--- src/rtl/dbg_bus_pkg.sv ---
// Shared types and constants for the debug-unit bus burst master.
package dbg_bus_pkg;

    localparam int DATA_W    = 32;
    localparam int COUNT_W   = 9;
    localparam int BURST_MAX = 256;

    localparam logic [3:0] BYTE_EN_ALL = 4'hF;

    typedef enum logic [2:0] {
        S_IDLE,
        S_REQ,
        S_BEGIN,
        S_RDATA,
        S_WDATA,
        S_WEND,
        S_DONE
    } bus_state_t;

    typedef enum logic [1:0] {
        STATUS_OK       = 2'b00,
        STATUS_BUS_ERR  = 2'b01,
        STATUS_TIMEOUT  = 2'b10,
        STATUS_PROTOCOL = 2'b11
    } status_t;

    // A burst is legal for 1..BURST_MAX words; anything else is refused
    // without touching the bus.
    function automatic logic count_legal(input logic [COUNT_W-1:0] count);
        return (count != '0) && (count <= COUNT_W'(BURST_MAX));
    endfunction

endpackage

--- src/rtl/dbg_bus_timeout.sv ---
// Progress watchdog: a down-counter reloaded whenever the bus makes
// progress; flags expiry in the cycle it would reach zero.
module dbg_bus_timeout #(
    parameter int TIMEOUT_CYCLES = 1024
) (
    input  logic clk,
    input  logic srst,
    input  logic load,
    input  logic en,
    output logic expired
);

    localparam int CNT_W = $clog2(TIMEOUT_CYCLES + 1);
    localparam logic [CNT_W-1:0] CNT_INIT = CNT_W'(TIMEOUT_CYCLES);

    logic [CNT_W-1:0] cnt_reg;

    // Reload on progress, otherwise count down while the watchdog is armed.
    always_ff @(posedge clk) begin
        if (srst) begin
            cnt_reg <= '0;
        end else if (load) begin
            cnt_reg <= CNT_INIT;
        end else if (en && (cnt_reg != '0)) begin
            cnt_reg <= cnt_reg - CNT_W'(1);
        end
    end

    // The last counting cycle; the owner acts on it at the next edge.
    assign expired = en && (cnt_reg == CNT_W'(1));

endmodule

--- src/rtl/dbg_burst_master.sv ---
// Single-master burst sequencer between the debug command logic and the
// system bus. All bus outputs are registered and forced to zero whenever
// this block is not actively driving them, so they can be OR-combined.
module dbg_burst_master
    import dbg_bus_pkg::*;
#(
    parameter int TIMEOUT_CYCLES = 1024
) (
    input  logic                sb_clock_i,
    input  logic                sb_reset_i,

    input  logic                cmd_valid_i,
    output logic                cmd_ready_o,
    input  logic                cmd_write_i,
    input  logic [DATA_W-1:0]   cmd_addr_i,
    input  logic [COUNT_W-1:0]  cmd_count_i,

    input  logic [DATA_W-1:0]   wdata_i,
    input  logic                wdata_valid_i,
    output logic                wdata_ready_o,

    output logic [DATA_W-1:0]   rdata_o,
    output logic                rdata_valid_o,

    output logic                done_o,
    output logic [1:0]          status_o,

    output logic                sb_request_o,
    input  logic                sb_grant_i,

    output logic                sb_begin_transaction_o,
    output logic                sb_end_transaction_o,
    output logic                sb_data_valid_o,
    output logic                sb_read_n_write_o,
    output logic [DATA_W-1:0]   sb_address_data_o,
    output logic [3:0]          sb_byte_enables_o,
    output logic [7:0]          sb_burst_size_o,

    input  logic [DATA_W-1:0]   sb_address_data_i,
    input  logic                sb_end_transaction_i,
    input  logic                sb_data_valid_i,
    input  logic                sb_busy_i,
    input  logic                sb_error_i
);

    bus_state_t         state_reg;
    logic               write_reg;
    logic [DATA_W-1:0]  addr_reg;
    logic [COUNT_W-1:0] remaining_reg;     // beats still to complete on the bus
    logic [COUNT_W-1:0] accept_left_reg;   // write words still to take from the source
    logic               stg_valid_reg;     // write word waiting behind the one on the bus
    logic [DATA_W-1:0]  stg_data_reg;
    status_t            status_reg;        // status to report after the WEND cycle

    logic               rd_beat;
    logic               wr_beat;
    logic               wr_accept;
    logic               wr_bus_free;
    logic               stg_valid_next;
    logic [COUNT_W-1:0] accept_left_next;
    logic [COUNT_W-1:0] rem_after_rd;
    logic               tmo_load;
    logic               tmo_en;
    logic               tmo_expired;

    // Beat detection, write-side flow control and watchdog control.
    always_comb begin
        rd_beat     = (state_reg == S_RDATA) && sb_data_valid_i && (remaining_reg != '0);
        wr_beat     = (state_reg == S_WDATA) && sb_data_valid_o && !sb_busy_i;
        wr_accept   = (state_reg == S_WDATA) && wdata_valid_i && wdata_ready_o;
        // The bus slot can take a new word if it is empty or its beat completes now.
        wr_bus_free = !sb_data_valid_o || !sb_busy_i;
        // A freed slot always drains the staging word, so staging only fills
        // while the bus word is stalled.
        stg_valid_next   = wr_bus_free ? 1'b0 : (stg_valid_reg || wr_accept);
        accept_left_next = accept_left_reg - {{(COUNT_W-1){1'b0}}, wr_accept};
        rem_after_rd     = remaining_reg - {{(COUNT_W-1){1'b0}}, rd_beat};
        tmo_load = ((state_reg == S_REQ) && sb_grant_i) || rd_beat || wr_beat;
        tmo_en   = (state_reg == S_BEGIN) || (state_reg == S_RDATA) || (state_reg == S_WDATA);
    end

    dbg_bus_timeout #(
        .TIMEOUT_CYCLES (TIMEOUT_CYCLES)
    ) u_timeout (
        .clk     (sb_clock_i),
        .srst    (sb_reset_i),
        .load    (tmo_load),
        .en      (tmo_en),
        .expired (tmo_expired)
    );

    // Burst sequencer with fully registered outputs; pulses and bus fields
    // default to zero every cycle and are re-asserted only where driven.
    always_ff @(posedge sb_clock_i) begin
        if (sb_reset_i) begin
            state_reg              <= S_IDLE;
            write_reg              <= 1'b0;
            addr_reg               <= '0;
            remaining_reg          <= '0;
            accept_left_reg        <= '0;
            stg_valid_reg          <= 1'b0;
            stg_data_reg           <= '0;
            status_reg             <= STATUS_OK;
            cmd_ready_o            <= 1'b1;
            wdata_ready_o          <= 1'b0;
            rdata_o                <= '0;
            rdata_valid_o          <= 1'b0;
            done_o                 <= 1'b0;
            status_o               <= 2'b00;
            sb_request_o           <= 1'b0;
            sb_begin_transaction_o <= 1'b0;
            sb_end_transaction_o   <= 1'b0;
            sb_data_valid_o        <= 1'b0;
            sb_read_n_write_o      <= 1'b0;
            sb_address_data_o      <= '0;
            sb_byte_enables_o      <= 4'h0;
            sb_burst_size_o        <= 8'h00;
        end else begin
            rdata_o                <= '0;
            rdata_valid_o          <= 1'b0;
            done_o                 <= 1'b0;
            status_o               <= 2'b00;
            wdata_ready_o          <= 1'b0;
            sb_begin_transaction_o <= 1'b0;
            sb_end_transaction_o   <= 1'b0;
            sb_data_valid_o        <= 1'b0;
            sb_read_n_write_o      <= 1'b0;
            sb_address_data_o      <= '0;
            sb_byte_enables_o      <= 4'h0;
            sb_burst_size_o        <= 8'h00;

            case (state_reg)
                S_IDLE: begin
                    if (cmd_valid_i && cmd_ready_o) begin
                        cmd_ready_o     <= 1'b0;
                        write_reg       <= cmd_write_i;
                        addr_reg        <= cmd_addr_i;
                        remaining_reg   <= cmd_count_i;
                        accept_left_reg <= cmd_count_i;
                        stg_valid_reg   <= 1'b0;
                        status_reg      <= STATUS_OK;
                        if (count_legal(cmd_count_i)) begin
                            sb_request_o <= 1'b1;
                            state_reg    <= S_REQ;
                        end else begin
                            done_o    <= 1'b1;
                            status_o  <= STATUS_PROTOCOL;
                            state_reg <= S_DONE;
                        end
                    end
                end

                S_REQ: begin
                    if (sb_grant_i) begin
                        sb_begin_transaction_o <= 1'b1;
                        sb_address_data_o      <= addr_reg;
                        sb_byte_enables_o      <= BYTE_EN_ALL;
                        sb_burst_size_o        <= 8'(remaining_reg - COUNT_W'(1));
                        sb_read_n_write_o      <= ~write_reg;
                        state_reg              <= S_BEGIN;
                    end
                end

                S_BEGIN: begin
                    if (sb_error_i) begin
                        sb_request_o <= 1'b0;
                        done_o       <= 1'b1;
                        status_o     <= STATUS_BUS_ERR;
                        state_reg    <= S_DONE;
                    end else if (write_reg) begin
                        wdata_ready_o <= (accept_left_reg != '0);
                        state_reg     <= S_WDATA;
                    end else begin
                        state_reg <= S_RDATA;
                    end
                end

                S_RDATA: begin
                    if (sb_error_i) begin
                        sb_request_o <= 1'b0;
                        done_o       <= 1'b1;
                        status_o     <= STATUS_BUS_ERR;
                        state_reg    <= S_DONE;
                    end else begin
                        if (rd_beat) begin
                            rdata_o       <= sb_address_data_i;
                            rdata_valid_o <= 1'b1;
                            remaining_reg <= rem_after_rd;
                        end
                        if (sb_end_transaction_i) begin
                            sb_request_o <= 1'b0;
                            done_o       <= 1'b1;
                            status_o     <= (rem_after_rd == '0) ? STATUS_OK : STATUS_PROTOCOL;
                            state_reg    <= S_DONE;
                        end else if (tmo_expired && !rd_beat) begin
                            sb_end_transaction_o <= 1'b1;
                            status_reg           <= STATUS_TIMEOUT;
                            state_reg            <= S_WEND;
                        end
                    end
                end

                S_WDATA: begin
                    if (sb_error_i) begin
                        stg_valid_reg <= 1'b0;
                        sb_request_o  <= 1'b0;
                        done_o        <= 1'b1;
                        status_o      <= STATUS_BUS_ERR;
                        state_reg     <= S_DONE;
                    end else if (wr_beat && (remaining_reg == COUNT_W'(1))) begin
                        remaining_reg        <= '0;
                        sb_end_transaction_o <= 1'b1;
                        status_reg           <= STATUS_OK;
                        state_reg            <= S_WEND;
                    end else if (tmo_expired && !wr_beat) begin
                        stg_valid_reg        <= 1'b0;
                        sb_end_transaction_o <= 1'b1;
                        status_reg           <= STATUS_TIMEOUT;
                        state_reg            <= S_WEND;
                    end else begin
                        if (wr_beat) begin
                            remaining_reg <= remaining_reg - COUNT_W'(1);
                        end
                        accept_left_reg <= accept_left_next;
                        if (wr_bus_free) begin
                            if (stg_valid_reg) begin
                                sb_data_valid_o   <= 1'b1;
                                sb_address_data_o <= stg_data_reg;
                            end else if (wr_accept) begin
                                sb_data_valid_o   <= 1'b1;
                                sb_address_data_o <= wdata_i;
                            end
                        end else begin
                            // Stalled by busy: keep the word exactly as presented.
                            sb_data_valid_o   <= 1'b1;
                            sb_address_data_o <= sb_address_data_o;
                            if (wr_accept) begin
                                stg_data_reg <= wdata_i;
                            end
                        end
                        stg_valid_reg <= stg_valid_next;
                        wdata_ready_o <= !stg_valid_next && (accept_left_next != '0);
                    end
                end

                S_WEND: begin
                    sb_request_o <= 1'b0;
                    done_o       <= 1'b1;
                    status_o     <= sb_error_i ? STATUS_BUS_ERR : status_reg;
                    state_reg    <= S_DONE;
                end

                S_DONE: begin
                    sb_request_o <= 1'b0;
                    cmd_ready_o  <= 1'b1;
                    state_reg    <= S_IDLE;
                end

                default: begin
                    sb_request_o <= 1'b0;
                    cmd_ready_o  <= 1'b1;
                    state_reg    <= S_IDLE;
                end
            endcase
        end
    end

endmodule

--- config.mk ---
export PLATFORM = sky130hd
export DESIGN_NAME = dbg_burst_master
export DESIGN_NICKNAME = d
export VERILOG_FILES = /design/src/rtl/dbg_bus_pkg.sv /design/src/rtl/dbg_bus_timeout.sv /design/src/rtl/dbg_burst_master.sv
export SDC_FILE = /design/constraint.sdc
export NUM_CORES = 1
export LEC_CHECK = 0
export ABC_AREA = 1
export ABC_CLOCK_PERIOD_IN_PS = 2700
export BUFFER_PORTS_ARGS = -buffer_cell sky130_fd_sc_hd__buf_2
export CORE_MARGIN = 8
export CORE_UTILIZATION = 54
export DETAILED_ROUTE_END_ITERATION = 16
export PLACE_DENSITY = 0.81
export SLEW_MARGIN = 20
export SYNTH_ARGS = -nofsm -noshare
export SYNTH_HDL_FRONTEND = slang
export SYNTH_HIERARCHICAL = 1
export SYNTH_SLANG_ARGS = --single-unit
--- constraint.sdc ---
create_clock -name sb_clock_i -period 2.7 [get_ports sb_clock_i]
set_input_delay 0.27 -clock sb_clock_i [delete_from_list [all_inputs] [get_ports sb_clock_i]]
set_output_delay 0.27 -clock sb_clock_i [all_outputs]
set_load 0.01 [all_outputs]
==> key figures, run 1 <==
Logic synthesis
  • Compound-Gate Fraction of Synth Area: 0.186
  • Yosys top cell area share: 0.438
  • Post-Synthesis Cells: approximately 1200
  • Synth Area in XOR/XNOR: 0.0179
  • Average size of a mapped cell: 6.88 µm²
  • Yosys warns: 6
  • Simple-gate area share of the yosys netlist: 0.237
  • Commonest cells post-synth: 224 x nand2_1, 182 x dfxtp_1, 153 x o21ai_0
  • Cell taking the most area after synthesis: dfxtp_1
  • Seq/Total Area, Yosys: 0.438
  • Top FF cell, synth: dfxtp_1
  • Post-synth EDFFs: 0
  • Synth unique cells: 34
  • Proportion of synthesized area in mux cells: 0
  • Post-Syn Nets: roughly 1300
  • Synth Register Bits: between 150 and 200
  • Netlist Area Pre-Place: 8310 µm²
  • Top-count cell post-synth: nand2_1
  • Largest family of logic cells by synthesized area: simple AND/OR/NAND/NOR gates
  • Top post-synthesis cells by area: dfxtp_1 44%, nand2_1 10%, o21ai_0 9.2%, a21oi_1 7.6%, inv_1 6.9%
  • Share of flip-flops with an asynchronous set or reset: 0
  • Post-Synth Adder-Cell Area: 0.0150

Route
  • Routed wire length per instance: 14.8 µm
  • Post-Route WL: between 20000 and 25000 µm
  • Routed vias/inst: between 5 and 6
  • WL met1: between 10000 and 15000 µm
  • Via count: 8343
  • Met3 wire length: a little over 2000 µm
  • Pre-antenna DRT Iters: 6
  • Top sig layer: met5
  • Antenna Violating Nets Remaining: 0
  • DRC Markers: 0
  • Routed met2 length: around 11000 µm
  • Detailed Route Iter0 Violations: 701

Place
  • Post-Place Setup Slack: 205 ps
  • Cell Area, Placed: 9420 µm²
  • Placed cell count: 1551
  • Detailed Place HPWL: 17100 µm
  • Port-buffer cells: about 200
  • GP Congestion: 0.946

Die
  • Die area: approximately 20000 µm²
  • Core area: ~15000 µm²
  • Die height: approximately 140 µm
  • Placement Rows: 45
  • # IOs: 202
  • Initial core utilization: 0.549
  • Die Wd: 140 µm

CTS
  • Clock latency on the worst-skew pair: 440 ps
  • CTS tree: yes
  • Post-CTS setup buffer count: 0
  • CTS root buf: clkbuf_16
  • Max clock buf depth: 2
  • Clk slew on worst S/H paths: 70 ps
  • CTS buffer count: 17
  • Hold Buf Count CTS: 0
  • H-tree depth: 4
  • Clk sink count: between 150 and 200

Power
  • Worst vdd ir: a little over 0.7 mV
  • Leak pwr: 4.60 nW
  • Pwr Density: 925 nW/µm²

STA
  • Final hold vios: 0
  • Setup TNS: 0 ps
  • Fmax: around 0.4 GHz
  • Pins Over Slew Limit: 0
  • Slew headroom: 0.395
  • Clk_skew: 11.8 ps
  • Setup Viol. Count Final: 0
  • Worst-Margin Slew: roughly 900 ps
  • Crit path time final: between 2000 and 2500 ps
  • Post-route setup slack: 248 ps
  • RSZ-0062 raised after global routing: no
  • Fin crit share: 0.908

Setup path
  • RR Endpoint: sb_address_data_o[7]
  • CP startpoint: state_reg[1]
  • Reg2reg setup slack: 250 ps
  • Crit Path Max Fanout: 30
  • Worst R2R Path Depth: 13
  • Endpoint type of the worst setup path: flip-flop
  • Setup Crit Path Kind: flip-flop to flip-flop
  • Worst path required time: 3010 ps
  • Critical Path AT: between 2000 and 3000 ps
  • Worst r2r src: state_reg[1]
  • Worst Setup Start Kind: flip-flop

Layout
  • Area growth, synth to finish: 20.7%
  • Finished Core Util: 0.663
  • Fin cells: 1583
  • # diodes: 0
  • Final net count: 1507
  • Share of cells above drive strength 1: 0.197
  • Fin area: 10000 µm²

Global routing
  • Global-route wire length before repair: 37900 µm
  • Largest net degree at the start of global routing: 65
  • GR Overflow Total: 0
  • All-Layer GR Usage: 0.234
  • Antenna violations before repair: 1
  • Vias in the first global route: 7701

Worst hold path
  • Hold path start: sb_address_data_i[2]
  • Worst Hold Class: primary input to flip-flop
  • Hold Path Sink: rdata_o[2]
  • Hold Crit Depth: 3

Run status
  • Outcome: finished, final reports clean

Job
  • MaxCap Viol Count: 0
-- area by class of cell --
class                      instances  area, µm²
tap                              188        235
sequential                       182       3640
inverter                         158        593
timing repair buffer             216       1160
clock buffer                      18        439
multi-input combinational        807       3800
clock inverter                    14        168
fill                            1349       5110
-- power breakdown --
part / total, W / internal [W] / leakage, nW / switching, W
combinational: 0.00334 / 0.00114 / 2.83 / 0.00220
sequential: 0.00345 / 0.00315 / 1.48 / 0.000304
clock: 0.00249 / 0.00134 / 0.291 / 0.00115
-- worst max-delay path, stage by stage (launching register included) --
cell,delay (ps)
dfxtp_1,370
nor2_2,180
nand2_2,80
nand2_1,170
nand3_1,100
nor3_1,380
nand2_1,240
nand2_1,120
nor2_2,40
buf_4,240
nand2_1,110
o21ai_0,120
nand2_1,100
a21oi_1,60
-- worst max path at each step --
| stage | end | slack, ps |
|---|---|---|
| 6_report | sb_address_data_o[7] | 250 |
| 3_5_place_dp | status_o[0] | 210 |
| 4_1_cts | status_o[0] | 170 |
| 2_1_floorplan | status_o[0] | 400 |
| 3_3_place_gp | status_o[0] | 270 |
| 5_1_grt | status_o[0] | 8 |
-- layer usage --
layer / vias to the layer above / track usage
met2: 357 / 0.374
met5: - / 0
met3: 31 / 0.0615
met4: 2 / 0.0731
li1: 4206 / -
met1: 3747 / 0.302
-- what timing repair did --
action,4_1_cts,5_1_grt
hold endpoints to repair,0,0
endpoints found under the setup margin,0,3
resized for setup,0,5
-- stage by stage --
| step | power, W | hold WS, ps |
|---|---|---|
| 2_1_floorplan | 0.00596 | 382 |
| 3_3_place_gp | 0.00669 | 432 |
| 3_5_place_dp | 0.00676 | 439 |
| 4_1_cts | 0.00926 | 34.5 |
| 5_1_grt | 0.00996 | 34.4 |
| 6_report | 0.00929 | 42.3 |
-- layout by cell type (no fill, tap or decap), drive strengths merged --
cell | netlist | final
nand2 | 229 | 229
buf | 32 | 216
dfxtp | 182 | 182
o21ai | 170 | 170
inv | 156 | 160
nor2 | 154 | 154
a21oi | 126 | 126
nand3 | 67 | 67
clkbuf | 30 | 18
nor3 | 16 | 16
xor2 | 12 | 12
ha | 10 | 10
clkinv | 2 | 9
nand4 | 5 | 5
xnor2 | 5 | 5
o22ai | 3 | 3
o211ai | 2 | 2
o31ai | 2 | 2
clkinvlp | 0 | 2
nor3b | 2 | 2
a21boi | 1 | 1
a311oi | 1 | 1
or2 | 1 | 1
bufinv | 0 | 1
nand3b | 1 | 1
-- cell families (layout without fill, tap and decap cells) --
logic type	after synthesis	count (layout)
buffers and inverters	220	406
flip-flops	182	182
adder cells (fa/ha/maj)	10	10
XOR/XNOR	17	17
AO/OA/AOI/OAI	305	305
AND/OR/NAND/NOR	475	475
Power figures use the tool's default switching activity.
==> inputs of run 2 (changes only) <==
Settings changed: CTS_BUF_LIST set to sky130_fd_sc_hd__clkbuf_16.
==> run 2 against run 1 <==
Flip-flop and latch count is the same. Combinational power about the same. Design area about the same. Via count fell by 0.26%.
==> key figures, run 2 (same netlist as run 1, synthesis figures left out) <==
Layout
  • Final net count: 1507 (unchanged)
  • Fillcell total: 1352 (was 1349)
  • # diodes: 0 (unchanged)
  • Fin area: 10000 µm² (about the same)
  • Finished Core Util: 0.662 (was 0.663)
  • Multi-input gate area: 3800 µm² (unchanged)
  • Register area: 3640 µm² (unchanged)
  • Share of cells above drive strength 1: 0.196 (was 0.197)
  • Commonest non-fill, non-tap cells in the layout: 223 x nand2_1, 201 x buf_2, 181 x dfxtp_1 (unchanged)
  • Most common cell after layout, fill and taps aside: nand2_1 (unchanged)
  • Area growth, synth to finish: 20.6% (was 20.7%)

Place
  • Cell Area, Placed: 9420 µm² (unchanged)
  • Port-buffer cells: 201 (unchanged)
  • Detailed Place HPWL: 17100 µm (unchanged)
  • GP Congestion: 0.946 (unchanged)

Route
  • Post-Route WL: 23400 µm (about the same)
  • Via count: 8321 (was 8343)
  • Antenna Violating Nets Remaining: 0 (unchanged)
  • Pre-antenna DRT Iters: 6 (unchanged)
  • Routed wire length per instance: 14.8 µm (about the same)
  • Detailed Route Iter0 Violations: 720 (was 701)
  • Routed vias/inst: 5.26 (was 5.27)
  • DRC Markers: 0 (unchanged)

CTS
  • Clock latency on the worst-skew pair: 440 ps (about the same)
  • Max clock buf depth: 2 (unchanged)
  • Clk sink count: 182 (unchanged)
  • CTS tree: yes (unchanged)
  • Post-CTS sizing: 0 (unchanged)
  • Clk slew on worst S/H paths: 70 ps (about the same)
  • H-tree depth: 4 (unchanged)
  • CTS buffer count: 17 (unchanged)
  • CTS root buf: clkbuf_16 (unchanged)
  • Hold Buf Count CTS: 0 (unchanged)
  • Post-CTS setup buffer count: 0 (unchanged)

Die
  • # IOs: 202 (unchanged)
  • Die height: 140 µm (unchanged)
  • Core area: 15100 µm² (unchanged)
  • Die Wd: 140 µm (unchanged)
  • Die area: 19600 µm² (unchanged)
  • Placement Rows: 45 (unchanged)
  • Initial core utilization: 0.549 (unchanged)

Setup path
  • Setup Crit Path Kind: flip-flop to flip-flop (unchanged)
  • Worst path required time: 3010 ps (about the same)
  • Endpoint type of the worst setup path: flip-flop (unchanged)
  • Critical-path top delay cell: dfxtp_1 (was nor3_1)
  • Top cell by count, worst path: nand2_1 (unchanged)
  • Crit Path Max Fanout: 30 (unchanged)
  • Worst-path cell chain: nor2_2 -> nand2_2 -> nand2_1 -> nand3_1 -> nor3_1 -> nand2_1 -> nand2_1 -> nor2_2 -> buf_4 -> nand2_1 -> o21ai_0 -> nand2_1 -> a21oi_1 (unchanged)
  • Worst Setup Start Kind: flip-flop (unchanged)
  • Critical Path AT: 2740 ps (was 2760 ps)
  • CP peak stage delay: 370 ps (was 380 ps)

STA
  • Setup Viol. Count Final: 0 (unchanged)
  • Worst-Margin Slew: 904 ps (was 906 ps)
  • Fmax: 0.410 GHz (was 0.408 GHz)
  • RSZ-0062 raised after global routing: no (unchanged)
  • Setup TNS: 0 ps (unchanged)
  • Final hold vios: 0 (unchanged)
  • Slew headroom: 0.396 (was 0.395)
  • Fin crit share: 0.903 (was 0.908)
  • Clk_skew: 8.82 ps (was 11.8 ps)
  • Crit path time final: 2440 ps (was 2450 ps)
  • Fin Hold WS: 43.4 ps (was 42.3 ps)
  • Pins Over Slew Limit: 0 (unchanged)

Global routing
  • Largest net degree at the start of global routing: 65 (unchanged)
  • Vias in the first global route: 7705 (was 7701)
  • Global-route wire length before repair: 37900 µm (unchanged)
  • Antenna violations before repair: 1 (unchanged)
  • GR Overflow Total: 0 (unchanged)
  • All-Layer GR Usage: 0.234 (about the same)

Power
  • Worst vdd ir: 0.724 mV (was 0.720 mV)
  • Pwr Density: 923 nW/µm² (was 925 nW/µm²)
  • Final Power: 0.00926 W (was 0.00929 W)
  • Leak pwr: 4.59 nW (was 4.60 nW)

Run status
  • Outcome: finished, final reports clean (unchanged)

Worst hold path
  • Worst Hold Class: primary input to flip-flop (unchanged)

Job
  • MaxCap Viol Count: 0 (unchanged)
run 2: worst max-delay path, delay by kind of cell (launching register included):
kind,cells,cell delay [ps]
DFF,1,370
buffers and inverters,1,240
and+or+nand+nor,10,1500
AOI/OAI and AO/OA,2,170
run 2: worst paths after layout:
kind              cells past startpoint              endpoint  slack [ps]            startpoint
setup / recovery                     13  sb_address_data_o[7]         260          state_reg[1]
hold / removal                        3            rdata_o[3]          40  sb_address_data_i[3]
setup reg to reg                     13  sb_address_data_o[7]         260          state_reg[1]
hold reg to reg                       2          sb_request_o         450          sb_request_o
run 2: layout make-up:
cell class              count  share of cell area
clock inverters            15              0.0171
flip-flops and latches    182               0.363
clock buffers              17              0.0424
well taps                 188              0.0235
repair buffers            216               0.115
inverters                 158              0.0591
multi-input cells         807               0.379
run 2: per-layer routing:
metal  vias up  share of wire  routed length [µm]  global-route usage
met2       329           0.45               10600               0.374
met4         2          0.020                 478              0.0800
li1       4206              -                   -                   -
met3        42          0.080                1880              0.0584
met5         -        0.00043                  10                   0
met1      3742           0.45               10500               0.302
run 2: where the power goes:
group          switching [W]  total (W)  leakage (nW)  internal [W]
Combinational        0.00220    0.00334          2.83       0.00114
Clock                0.00115    0.00247         0.286       0.00131
Sequential          0.000303    0.00345          1.48       0.00315
Total                0.00365    0.00926          4.59       0.00560
run 2: per-stage QoR:
step | setup slack [ps] | cells
global placement | 271 | 1551
detailed placement | 205 | 1551
global route | 7.90 | 1583
floorplan | 400 | 1209
CTS | 165 | 1583
finish | 262 | 1583
